[config.mk]
export PLATFORM = sky130hd
export DESIGN_NAME = led_pattern_engine
export DESIGN_NICKNAME = d
export VERILOG_FILES = /design/src/rtl/led_pattern_engine.sv
export SDC_FILE = /design/constraint.sdc
export NUM_CORES = 1
export LEC_CHECK = 0
export CORE_UTILIZATION = 60
export DETAILED_ROUTE_END_ITERATION = 8
export PLACE_DENSITY = 0.89
export SLEW_MARGIN = 20
export SYNTH_ARGS = -nofsm -noshare
export SYNTH_HDL_FRONTEND = slang
export SYNTH_SLANG_ARGS = --single-unit
[constraint.sdc]
create_clock -name clk -period 4.35 [get_ports clk]
set_input_delay 0.6525 -clock clk [delete_from_list [all_inputs] [get_ports clk]]
set_output_delay 0.6525 -clock clk [all_outputs]
set_load 0.01 [all_outputs]
[src/rtl/led_pattern_engine.sv]
// Multi-channel LED pattern engine: per-channel OFF / ON / BLINK / BREATHE modes
// driven by a shared tick prescaler and a shared PWM counter.
module led_pattern_engine #(
  parameter int NUM_CH      = 3,
  parameter int PWM_BITS    = 8,
  parameter int PRESCALE    = 8192,
  parameter int BLINK_TICKS = 64
) (
  input  logic                clk,
  input  logic                rst,
  input  logic                cfg_we,
  input  logic [3:0]          cfg_ch,
  input  logic [1:0]          cfg_mode,
  input  logic [PWM_BITS-1:0] cfg_level,
  output logic                tick,
  output logic [NUM_CH-1:0]   led_out
);

  typedef enum logic [1:0] {
    MODE_OFF     = 2'd0,
    MODE_ON      = 2'd1,
    MODE_BLINK   = 2'd2,
    MODE_BREATHE = 2'd3
  } mode_e;

  localparam int PS_W = $clog2(PRESCALE);
  localparam int BC_W = (BLINK_TICKS > 1) ? $clog2(BLINK_TICKS) : 1;

  logic [PS_W-1:0]     r_presc;
  logic [PWM_BITS-1:0] r_pwm_cnt;

  mode_e               r_mode        [NUM_CH];
  logic [PWM_BITS-1:0] r_level       [NUM_CH];
  logic [PWM_BITS-1:0] r_ramp        [NUM_CH];
  logic                r_dir_down    [NUM_CH];
  logic [BC_W-1:0]     r_blink_cnt   [NUM_CH];
  logic                r_blink_phase [NUM_CH];
  logic [PWM_BITS-1:0] w_duty        [NUM_CH];
  logic                w_cfg_ok;

  assign tick     = (r_presc == PS_W'(PRESCALE - 1));
  assign w_cfg_ok = cfg_we && ({1'b0, cfg_ch} < 5'(NUM_CH));

  // NOTE: sequential state uses non-blocking assignments so every register
  // samples pre-edge values, regardless of block ordering.
  always_ff @(posedge clk or posedge rst) begin
    if (rst) begin
      r_presc   <= '0;
      r_pwm_cnt <= '0;
    end else begin
      r_presc   <= tick ? '0 : r_presc + PS_W'(1);
      r_pwm_cnt <= r_pwm_cnt + PWM_BITS'(1);
    end
  end

  // NOTE: per-channel arrays are a handful of flops, not a RAM, so they are
  // reset explicitly; a true memory would be left unreset.
  always_ff @(posedge clk or posedge rst) begin
    if (rst) begin
      for (int i = 0; i < NUM_CH; i++) begin
        r_mode[i]        <= MODE_OFF;
        r_level[i]       <= '0;
        r_ramp[i]        <= '0;
        r_dir_down[i]    <= 1'b0;
        r_blink_cnt[i]   <= '0;
        r_blink_phase[i] <= 1'b1;
      end
    end else begin
      for (int i = 0; i < NUM_CH; i++) begin
        if (w_cfg_ok && (cfg_ch == 4'(i))) begin
          // A write restarts the pattern and takes priority over a same-cycle tick.
          r_mode[i]        <= mode_e'(cfg_mode);
          r_level[i]       <= cfg_level;
          r_ramp[i]        <= '0;
          r_dir_down[i]    <= 1'b0;
          r_blink_cnt[i]   <= '0;
          r_blink_phase[i] <= 1'b1;
        end else if (tick) begin
          if (r_mode[i] == MODE_BLINK) begin
            if (r_blink_cnt[i] == BC_W'(BLINK_TICKS - 1)) begin
              r_blink_cnt[i]   <= '0;
              r_blink_phase[i] <= ~r_blink_phase[i];
            end else begin
              r_blink_cnt[i] <= r_blink_cnt[i] + BC_W'(1);
            end
          end else if (r_mode[i] == MODE_BREATHE && r_level[i] != '0) begin
            if (!r_dir_down[i]) begin
              r_ramp[i] <= r_ramp[i] + PWM_BITS'(1);
              if (r_ramp[i] + PWM_BITS'(1) == r_level[i]) r_dir_down[i] <= 1'b1;
            end else begin
              r_ramp[i] <= r_ramp[i] - PWM_BITS'(1);
              if (r_ramp[i] == PWM_BITS'(1)) r_dir_down[i] <= 1'b0;
            end
          end
        end
      end
    end
  end

  // NOTE: default assigned first so no path leaves w_duty unassigned (no latch).
  always_comb begin
    for (int i = 0; i < NUM_CH; i++) begin
      w_duty[i] = '0;
      unique case (r_mode[i])
        MODE_OFF:     w_duty[i] = '0;
        MODE_ON:      w_duty[i] = r_level[i];
        MODE_BLINK:   w_duty[i] = r_blink_phase[i] ? r_level[i] : '0;
        MODE_BREATHE: w_duty[i] = r_ramp[i];
      endcase
    end
  end

  // All-ones duty is forced high so full brightness has no dark cycle.
  always_ff @(posedge clk or posedge rst) begin
    if (rst) begin
      led_out <= '0;
    end else begin
      for (int i = 0; i < NUM_CH; i++) begin
        led_out[i] <= (w_duty[i] == '1) || (r_pwm_cnt < w_duty[i]);
      end
    end
  end

endmodule

## Word-level counts from Yosys, hierarchy flattened

Index checks and enable logic that the tools add are counted.

| storage, ports and cells | value |
|---|---|
| word-level logic and storage cells | 171 |
| input port bits | 17 |
| flip-flop bits (word level) | 102 |
| output and inout port bits | 4 |

| operators by class | value |
|---|---|
| muxes and demuxes | 67 |
| order comparisons | 4 |
| reductions and logical operators | 38 |
| equality and inequality tests | 27 |
| add/sub/neg operators | 11 |
| bitwise gates (word level) | 3 |

Operators by type and width:

| operator | number |
|---|---|
| 8-bit 2-to-1 mux | 18 |
| 8-bit one-hot mux with 4 select lines | 3 |
| 6-bit 2-to-1 mux | 12 |
| 1-bit 2-to-1 mux | 33 |
| 8-bit by 1-bit adder with 8-bit output (second input constant) | 4 |
| 8-bit by 1-bit == test with 1-bit output (second input constant) | 3 |
| 8-bit == test | 3 |
| 8-bit == test (second input constant) | 3 |
| 8-bit < comparator | 3 |
| 2-bit nonzero test | 12 |
| 8-bit nonzero test | 3 |
| 8-bit by 1-bit subtractor with 8-bit output (second input constant) | 3 |
| 6-bit by 1-bit adder with 6-bit output (second input constant) | 3 |
| 6-bit == test (second input constant) | 3 |
| 3-bit AND reduction | 6 |
| 13-bit by 1-bit adder with 13-bit output (second input constant) | 1 |
| 13-bit == test (second input constant) | 1 |
| 13-bit 2-to-1 mux | 1 |
| 2-bit == test (second input constant) | 6 |
| 1-bit logical AND | 7 |
| 2-bit by 1-bit == test with 1-bit output (second input constant) | 3 |
| 2-bit zero test | 3 |
| 2-bit inequality test (second input constant) | 3 |
| 2-bit AND reduction | 3 |
| 6 further kinds | 10 |

## Longest topological paths before layout

Gate-level depths: netlist of run 1.

| logic depth | value |
|---|---|
| depth after elaboration | 8 |
| gate-level depth with buffers | 11 |
| depth with buffers taken out | 10 |

## Least setup slack after synthesis of run 1

No wires, ideal clock.

| timing path | value |
|---|---|
| path kind | input to register |
| start point | input port cfg_ch[2] |
| end point | register r_level[16] (netlist name) |
| data arrival time | 2,196 ps |
| cell stages on the path | 5 |
| path slack | 2,029 ps |
| buffers on the path | 2 |
| cells stage by stage | or4b_1 -> clkbuf_1 -> nor2_1 -> buf_2 -> mux2_2 |

| on the way | value |
|---|---|
| cells in the longest elaborated chain, start to end | 3 |

RTL lines:

| item | RTL line | source |
|---|---|---|
| start: declaration | 12 | `input logic [3:0] cfg_ch,` |
| 4-bit by 2-bit < comparator with 1-bit output | 42 | `assign w_cfg_ok = cfg_we && ({1'b0, cfg_ch} < 5'(NUM_CH));` |
| 1-bit logical AND | 42 |  |
| 1-bit logical AND (*) | 70 | `if (w_cfg_ok && (cfg_ch == 4'(i))) begin` |
| end signal: indexed assignment | 73 | `r_level[i] <= cfg_level;` |
| end: declaration | 33 | `logic [PWM_BITS-1:0] r_level [NUM_CH];` |

Every way passes the cells marked *; elsewhere a longest branch is shown, timed or not.
A chain may end at the register's enable or synchronous reset.

## Worst setup path after layout of run 1

| timing path | value |
|---|---|
| start point | register r_presc[0] |
| end point | output port tick |

| on the way | value |
|---|---|
| cells in the longest elaborated chain, start to end | 1 |

RTL lines:

| item | RTL line | source |
|---|---|---|
| start: declaration | 29 | `logic [PS_W-1:0] r_presc;` |
| start signal: assignment | 51 | `r_presc <= tick ? '0 : r_presc + PS_W'(1);` |
| 13-bit == test | 41 | `assign tick = (r_presc == PS_W'(PRESCALE - 1));` |
| end: declaration | 15 | `output logic tick,` |

No other way between the ends.

==> results of run 1 <==
[cell usage in the layout, fill, tap and decap left out, types with 13 or more instances in the layout]
master,synthesis,final
dfrtp_1,99,99
clkdlybuf4s50_1,0,20
o21ai_0,30,30
xnor2_1,48,48
a21oi_1,20,20
nand3_1,35,35
nor3_1,20,20
and3_1,15,15
xor2_1,24,24
inv_1,19,18
nor2_1,53,53
mux2_2,13,13
nor2b_1,16,16
ha_1,35,35
and2_1,17,17
nand2_1,100,100
[worst reg2reg max path, stage by stage, from the launching register on]
cell,delay (ns)
dfrtp_1,0.41
ha_1,0.23
and2_1,0.20
and4_1,0.73
nand2b_4,0.16
or4_4,0.56
a211oi_2,0.21
[layout make-up]
cell class	instances	share of cell area [%]
multi-input cells	601	54.5
clock inverters	6	1.19
repair buffers	23	3.03
flip-flops and latches	102	34.7
inverters	19	1.04
well taps	140	2.38
clock buffers	10	3.11
[worst paths after layout]
path,from,end,slack [ns]
worst max-delay path,r_presc[0],tick,1.34
worst min-delay path,r_presc[4],r_presc[4],0.49
worst max register to register,r_presc[0],r_dir_down[1],1.78
worst min register to register,r_presc[4],r_presc[4],0.49
max in group asynchronous,rst,r_presc[7],2.76
min in group asynchronous,rst,r_blink_cnt[13],0.81
[sequential cells by signal (all words and copies together), names as in the netlist]
| register | count |
|---|---|
| r_ramp | 24 |
| r_dir_down | 3 |
| r_pwm_cnt | 8 |
| r_blink_cnt | 18 |
| r_mode | 6 |
| r_level | 24 |
| led_out | 3 |
| r_blink_phase | 3 |
| r_presc | 13 |
[cell families after synthesis]
family / Yosys count / synth area share [%]
mux: 17 / 2.73
simple gates: 335 / 26.0
flops: 102 / 37.4
fa+ha+maj: 35 / 6.41
xor+xnor: 72 / 9.24
buf+inv: 62 / 3.81
compound gates: 142 / 14.3
[metrics by stage]
stage / hold WS, ns / utilization (%) / power (mW) / worst slack [ns]
finish: 0.494 / 67.0 / 2.96 / 1.34
detailed placement: 0.479 / 64.1 / 2.08 / 1.17
global placement: 0.454 / 64.1 / 2.02 / 1.32
global route: 0.511 / 67.0 / 3.10 / 1.17
floorplan: 0.438 / - / 1.86 / 1.03
CTS: 0.490 / 67.0 / 2.94 / 1.34
[metal layers]
layer	wire length (microns)	part of all wire, %	GRT usage [%]
met2	7700	47	48.3
met4	601	3.7	15.3
met3	1310	8.0	5.08
met1	6790	41	37.1
met5	0	0	0
[power breakdown]
group | switching [mW] | leakage [nW] | internal (mW)
Combinational | 0.375 | 1.58 | 0.368
Sequential | 0.261 | 1.29 | 1.09
Clock | 0.365 | 0.156 | 0.505
==> results.json, run 1 <==
{
  "drt_iter0_markers": 697,
  "min_period_ns": 3.01,
  "start_util_pct": 62.2,
  "row_count": 38,
  "cp.depth": 6,
  "drc": 0,
  "report.final.setup_viol": 0,
  "synth_edf_count": 0,
  "antenna_left": 0,
  "syn_area_sq_um": 6830,
  "hold_viol": 0,
  "postSynth.asyncResetShare_pct": 100,
  "drt-total-wl_mm": 16.4,
  "stdcell_count": 901,
  "drv_cap": 0,
  "htreeDepth": 3,
  "vias": 6004,
  "period_share_pct": 69.2,
  "path_delay_family": "simple AND/OR/NAND/NOR gates",
  "relSlewSlack_pct": 41.0,
  "die_x_microns": 109,
  "grt_pass1_vias": 5758,
  "clock-sinks": 102,
  "yosysSeqAreaShare_pct": 37.4,
  "yosys-top-cells-area": "dfrtp_1, ha_1, xnor2_1",
  "antennaDiodeCount": 0,
  "dr.pass1.iters": 6,
  "syn2layout_area_growth_pct": 7.77,
  "io_buffers": 20,
  "rsz0062_at_grt": "no",
  "cts_buffers": 9,
  "dp_cells": 885,
  "synth-seq-cells": 102,
  "clockBufferDepth": 2,
  "status": "finished, final reports clean",
  "synthTopCellsByCount": "nand2_1, dfrtp_1, nor2_1",
  "cts_resized": 0,
  "slew_violations": 0,
  "cts_setup_buffers": 0,
  "cts-hold-fix-buffers": 0,
  "dpl.hpwl_mm": 11.5,
  "ys_types": 72,
  "critPathMaxStageDelay_ns": 0.59,
  "power_density_nw_per_um2": 402,
  "skew_ns": 0.00572,
  "path_common_cell": "and2_1",
  "antenna_found_initial": 0,
  "synth_top_area_cell": "dfrtp_1",
  "synth_most_common_cell": "nand2_1",
  "placed_area_sq_um": 7040,
  "worstHoldPathCells": 1,
  "grt.total_usage_pct": 29.4,
  "endpoint_kind": "output pin",
  "avgViaCountPerCell": 6.66,
  "synth_flop_cell": "dfrtp_1",
  "ios": 21,
  "wire_per_inst_microns": 18.2,
  "multi_input_area_sq_um": 4010,
  "path_buf_inv": 1,
  "crit_fanout": 5,
  "syn_nets": 817,
  "worst_path_max_delay_cell": "clkdlybuf4s50_1",
  "critical_path_class": "register to output pin",
  "grt_pass1_wl_mm": 27.1,
  "gp_congestion": 0.923,
  "post-route-cell-area_sq_um": 7360,
  "grt_max_degree": 84,
  "critPathLaunchType": "register",
  "hold_class": "register to register",
  "gr-total-overflow": 0,
  "area.sequential_sq_um": 2560,
  "avgSynthCellArea_sq_um": 8.93,
  "clk_pin_slew_ns": 0.06,
  "dieArea_sq_um": 11800,
  "synth_warnings": 0,
  "syn_inst": 765,
  "r2r_cells": 6,
  "cts_tree": "built",
  "drive_above_1_share_pct": 6.31,
  "crit_chain": "ha_1 > and2_1 > and2_1 > nand4_1 > nor2_1 > clkdlybuf4s50_1",
  "arrival_ns": 2.36,
  "tightest_slew_ns": 0.885,
  "fp.dieH_microns": 109,
  "cts_root_buffer": "clkbuf_16",
  "coreArea_sq_um": 11000,
  "setup-tns-final_ns": 0,
  "power.leakage_nw": 3.03,
  "ir_drop_v": 0.000332,
  "clk_latency_ns": 0.36,
  "crit_required_ns": 3.70,
  "yosysTopAreaCellShare_pct": 36.3,
  "fmax_mhz": 332,
  "n_fill_cell": 831,
  "final_nets": 808
}
Power figures use the tool's default switching activity.
==> run 2, diff against run 1 <==
--- a/config.mk
+++ b/config.mk
@@ -5,7 +5,7 @@
 export SDC_FILE = /design/constraint.sdc
 export NUM_CORES = 1
 export LEC_CHECK = 0
-export CORE_UTILIZATION = 60
+export CORE_UTILIZATION = 57
 export DETAILED_ROUTE_END_ITERATION = 8
 export PLACE_DENSITY = 0.89
 export SLEW_MARGIN = 20
==> constraint.sdc (replaced) <==
create_clock -name clk -period 2.6 [get_ports clk]
set_input_delay 0.39 -clock clk [delete_from_list [all_inputs] [get_ports clk]]
set_output_delay 0.39 -clock clk [all_outputs]
set_load 0.01 [all_outputs]
==> run 2 against run 1 <==
  * The flow now finishes with violations (design-rule violations)
  * Non-clock buffer count increased by 9
  * Worst setup slack got worse by 1.1 ns
  * Critical path depth stayed put
  * Hold slack got worse by 0.083 ns
  * Sequential power rose by 66%
  * Register-to-register slack got worse by 1.5 ns
  * Critical path type unchanged
  * Largest power group unchanged
==> results.json, run 2 (synthesized netlist as in run 1, its figures left out) <==
{
  "fin_util_pct": 64.5,
  "crit_required_ns": 2.21,
  "stdcell_count": 913,
  "status": "finished, violations left",
  "reg_top3": "r_level: 24 flops, r_ramp: 24 flops, r_blink_cnt: 18 flops",
  "hold_viol": 0,
  "cts_buffers": 9,
  "row_count": 39,
  "grt_max_degree": 48,
  "drt-total-wl_mm": 16.4,
  "worst_path_max_delay_cell": "dfrtp_1",
  "arrival_ns": 2.01,
  "power.leakage_nw": 3.08,
  "die_x_microns": 111,
  "gp_congestion": 0.904,
  "io_buffers": 20,
  "drt_iter0_markers": 760,
  "critPathLaunchType": "register",
  "period_share_pct": 92.1,
  "clock-sinks": 102,
  "critPathMaxStageDelay_ns": 0.41,
  "setup_ws_ns": 0.204,
  "cts_tree": "built",
  "drc": 2,
  "mostFrequentLayoutCells": "nand2_1, dfrtp_1, nor2_1",
  "r2r_setup_slack_ns": 0.26,
  "syn2layout_area_growth_pct": 9.29,
  "wire_per_inst_microns": 18.0,
  "path_delay_family": "simple AND/OR/NAND/NOR gates",
  "htreeDepth": 3,
  "ios": 21,
  "crit_chain": "ha_2 > and2_1 > and2_1 > nand4_1 > nor2_2 > dlygate4sd2_1",
  "grt.total_usage_pct": 27.8,
  "worst_hold_slack_ns": 0.411,
  "antennaDiodeCount": 0,
  "final_nets": 817,
  "grt_pass1_vias": 5872,
  "antenna_found_initial": 0,
  "clk_pin_slew_ns": 0.07,
  "report.final.setup_viol": 0,
  "dp_slack_ns": 0.180,
  "fmax_mhz": 417,
  "clk_latency_ns": 0.35,
  "crit_fanout": 4,
  "skew_ns": 0.0117,
  "grt_pass1_wl_mm": 27.9,
  "dp_cells": 896,
  "min_period_ns": 2.40,
  "avgViaCountPerCell": 6.44,
  "dpl.hpwl_mm": 11.9,
  "gr-total-overflow": 0,
  "hold_class": "input port to asynchronous set/reset pin",
  "critical_path_class": "register to output pin",
  "drv_cap": 0,
  "rsz0062_at_grt": "no",
  "layout_commonest_cell": "nand2_1",
  "relSlewSlack_pct": 55.7,
  "slew_violations": 0,
  "setup-tns-final_ns": 0,
  "vias": 5883,
  "tightest_slew_ns": 0.659,
  "path_common_cell": "and2_1",
  "drive_above_1_share_pct": 7.79,
  "coreArea_sq_um": 11600,
  "fp.dieH_microns": 111,
  "clockBufferDepth": 2,
  "endpoint_kind": "output pin",
  "path_buf_inv": 1,
  "violations": "design-rule violations",
  "cts_root_buffer": "clkbuf_16",
  "ir_drop_v": 0.000382,
  "start_util_pct": 59.0,
  "power_density_nw_per_um2": 658,
  "dieArea_sq_um": 12400,
  "dr.pass1.iters": 9,
  "antenna_left": 0
}
run 2: area by class of cell:
cell class | instances | area, sq um
Clock inverter | 6 | 70.1
Timing Repair Buffer | 32 | 327
Clock buffer | 10 | 239
Sequential cell | 102 | 2560
Tap cell | 143 | 179
Multi-Input combinational cell | 601 | 4020
Inverter | 19 | 75.1
Fill cell | 888 | 4100
run 2: worst paths after layout:
check                           startpoint                to  cells after the start
min in group clk                r_presc[4]        r_presc[4]                      1
worst max-delay path            r_presc[1]              tick                      6
worst max register to register   r_mode[2]        led_out[1]                      7
max in group asynchronous              rst  r_blink_phase[2]                      3
worst min-delay path                   rst   r_blink_cnt[12]                      2
worst min register to register  r_presc[4]        r_presc[4]                      1
run 2: per-layer routing:
layer  routed length [microns]  vias up  GRT usage [%]
met5                         0        -              0
met4                       344        0           11.4
met3                      1200       40           3.65
met2                      8020      270           45.8
met1                      6820     2826           37.1
li1                          -     2747              -
run 2: timing repair:
| item | in CTS | in global routing |
|---|---|---|
| setup endpoints to repair | 1 | 0 |
| buffers inserted | 1 | 0 |
| hold buffers | 0 | 0 |
| resized for setup | 3 | 0 |
run 2: power by group:
| group | total, mW | internal (mW) | switching, mW |
|---|---|---|---|
| registers | 2.24 | 1.82 | 0.426 |
| clock network | 1.39 | 0.779 | 0.616 |
| logic | 1.27 | 0.629 | 0.642 |
| total | 4.91 | 3.23 | 1.68 |
run 2: stage by stage:
| stage | area, sq um | power [mW] |
|---|---|---|
| floorplan | 6830 | 3.11 |
| global placement | 7140 | 3.40 |
| detailed placement | 7140 | 3.50 |
| CTS | 7460 | 4.90 |
| global route | 7460 | 5.18 |
| finish | 7460 | 4.91 |
==> run 3, diff against run 2 <==
--- a/config.mk
+++ b/config.mk
@@ -5,7 +5,7 @@
 export SDC_FILE = /design/constraint.sdc
 export NUM_CORES = 1
 export LEC_CHECK = 0
-export CORE_UTILIZATION = 57
+export CORE_UTILIZATION = 60
 export DETAILED_ROUTE_END_ITERATION = 8
 export PLACE_DENSITY = 0.89
 export SLEW_MARGIN = 20
==> constraint.sdc (replaced) <==
create_clock -name clk -period 2.95 [get_ports clk]
set_input_delay 0.4425 -clock clk [delete_from_list [all_inputs] [get_ports clk]]
set_output_delay 0.4425 -clock clk [all_outputs]
set_load 0.01 [all_outputs]
==> run 3 against run 2 <==
  * The flow now finishes without violations
  * Critical path type unchanged
  * Highest routed layer unchanged
  * Worst setup slack improved by 0.0022 ns
  * Routed wire length rose by 1.5%
  * Hold slack improved by 0.054 ns
  * Largest cell class unchanged
  * Global-route usage rose by 2.9 points
  * First-iteration DRC count fell by 3.4%
==> results.json, run 3 (synthesized netlist as in run 1, its figures left out) <==
{
  "cts-hold-fix-buffers": 0,
  "cts_tree": "built",
  "vias": 5927,
  "dp_slack_ns": 0.444,
  "cts_setup_buffers": 0,
  "endpoint_kind": "output pin",
  "coreArea_sq_um": 11000,
  "reg_top3": "r_level: 24 flops, r_ramp: 24 flops, r_blink_cnt: 18 flops",
  "arrival_ns": 2.30,
  "antenna_left": 0,
  "gr-total-overflow": 0,
  "period_share_pct": 93.0,
  "drt-total-wl_mm": 16.6,
  "cts_resized": 0,
  "worst_hold_slack_ns": 0.465,
  "report.final.setup_viol": 0,
  "gp_congestion": 0.938,
  "rsz0062_at_grt": "no",
  "clockBufferDepth": 2,
  "grt_pass1_wl_mm": 27.8,
  "htreeDepth": 3,
  "critPathLaunchType": "register",
  "grt.total_usage_pct": 30.7,
  "clk_latency_ns": 0.37,
  "cts_root_buffer": "clkbuf_16",
  "avgViaCountPerCell": 6.53,
  "relSlewSlack_pct": 53.8,
  "grt_pass1_vias": 5666,
  "row_count": 38,
  "power.leakage_nw": 3.07,
  "drt_iter0_markers": 734,
  "mostFrequentLayoutCells": "nand2_1, dfrtp_1, nor2_1",
  "layout_commonest_cell": "nand2_1",
  "status": "finished, final reports clean",
  "clk_pin_slew_ns": 0.07,
  "ios": 21,
  "grt_max_degree": 63,
  "crit_required_ns": 2.51,
  "setup-tns-final_ns": 0,
  "start_util_pct": 62.2,
  "hold_class": "register to register",
  "critical_path_class": "register to output pin",
  "dr.pass1.iters": 5,
  "skew_ns": 0.0129,
  "power_density_nw_per_um2": 585,
  "cts_buffers": 9,
  "die_x_microns": 109,
  "fmax_mhz": 364,
  "dpl.hpwl_mm": 11.9,
  "drive_above_1_share_pct": 7.29,
  "setup_ws_ns": 0.206,
  "final_nets": 815,
  "clock-sinks": 102,
  "crit_fanout": 5,
  "dieArea_sq_um": 11800,
  "syn2layout_area_growth_pct": 8.72,
  "fp.dieH_microns": 109,
  "drc": 0,
  "antenna_found_initial": 0,
  "ir_drop_v": 0.000531,
  "antennaDiodeCount": 0,
  "tightest_slew_ns": 0.687,
  "hold_viol": 0,
  "drv_cap": 0,
  "io_buffers": 20,
  "wire_per_inst_microns": 18.3,
  "min_period_ns": 2.74,
  "slew_violations": 0
}
## run 3: final cells by class
type | instances | area [sq um]
clock buffer | 9 | 225
clock inverter | 7 | 80.1
fill | 838 | 3560
inverter | 19 | 75.1
multi-input combinational | 601 | 4010
sequential | 102 | 2560
tap | 140 | 175
timing repair buffer | 30 | 300
## run 3: metrics by stage
step	total power, mW	cell area (sq um)	utilization [%]	cells
final	4.34	7420	67.6	908
after global routing	4.58	7420	67.6	908
after CTS	4.33	7420	67.6	908
after detailed placement	3.09	7120	64.8	892
after global placement	3.00	7120	64.8	892
after floorplan	2.74	6830	-	765
## run 3: critical path, stage by stage (launching register included)
cell             delay, ns
dfrtp_1               0.40
ha_1                  0.22
and2_1                0.19
and2_1                0.18
nand4_1               0.14
nor2_1                0.23
clkdlybuf4s50_1       0.58
## run 3: worst paths after layout
path,slack (ns),startpoint,cells past startpoint,endpoint
worst max-delay path,0.21,r_presc[0],6,tick
worst min-delay path,0.47,r_presc[4],1,r_presc[4]
worst max register to register,0.53,r_mode[4],10,led_out[0]
worst min register to register,0.47,r_presc[4],1,r_presc[4]
max in group asynchronous,2.09,rst,3,r_blink_phase[0]
min in group asynchronous,0.50,rst,3,r_blink_cnt[10]
## run 3: layer usage
layer | GRT usage, % | routed length [microns] | vias up | part of all wire (%)
li1 | - | - | 2740 | -
met1 | 39.9 | 6890 | 2848 | 41
met2 | 50.9 | 8030 | 292 | 48
met3 | 5.14 | 1240 | 47 | 7.4
met4 | 12.5 | 478 | 0 | 2.9
met5 | 0 | 0 | - | 0
## run 3: power breakdown
part           leakage (nW)  total [mW]  switching [mW]  internal [mW]
Clock                 0.148        1.24           0.570          0.670
Combinational          1.62        1.12           0.564          0.554
Sequential             1.29        1.99           0.385           1.60
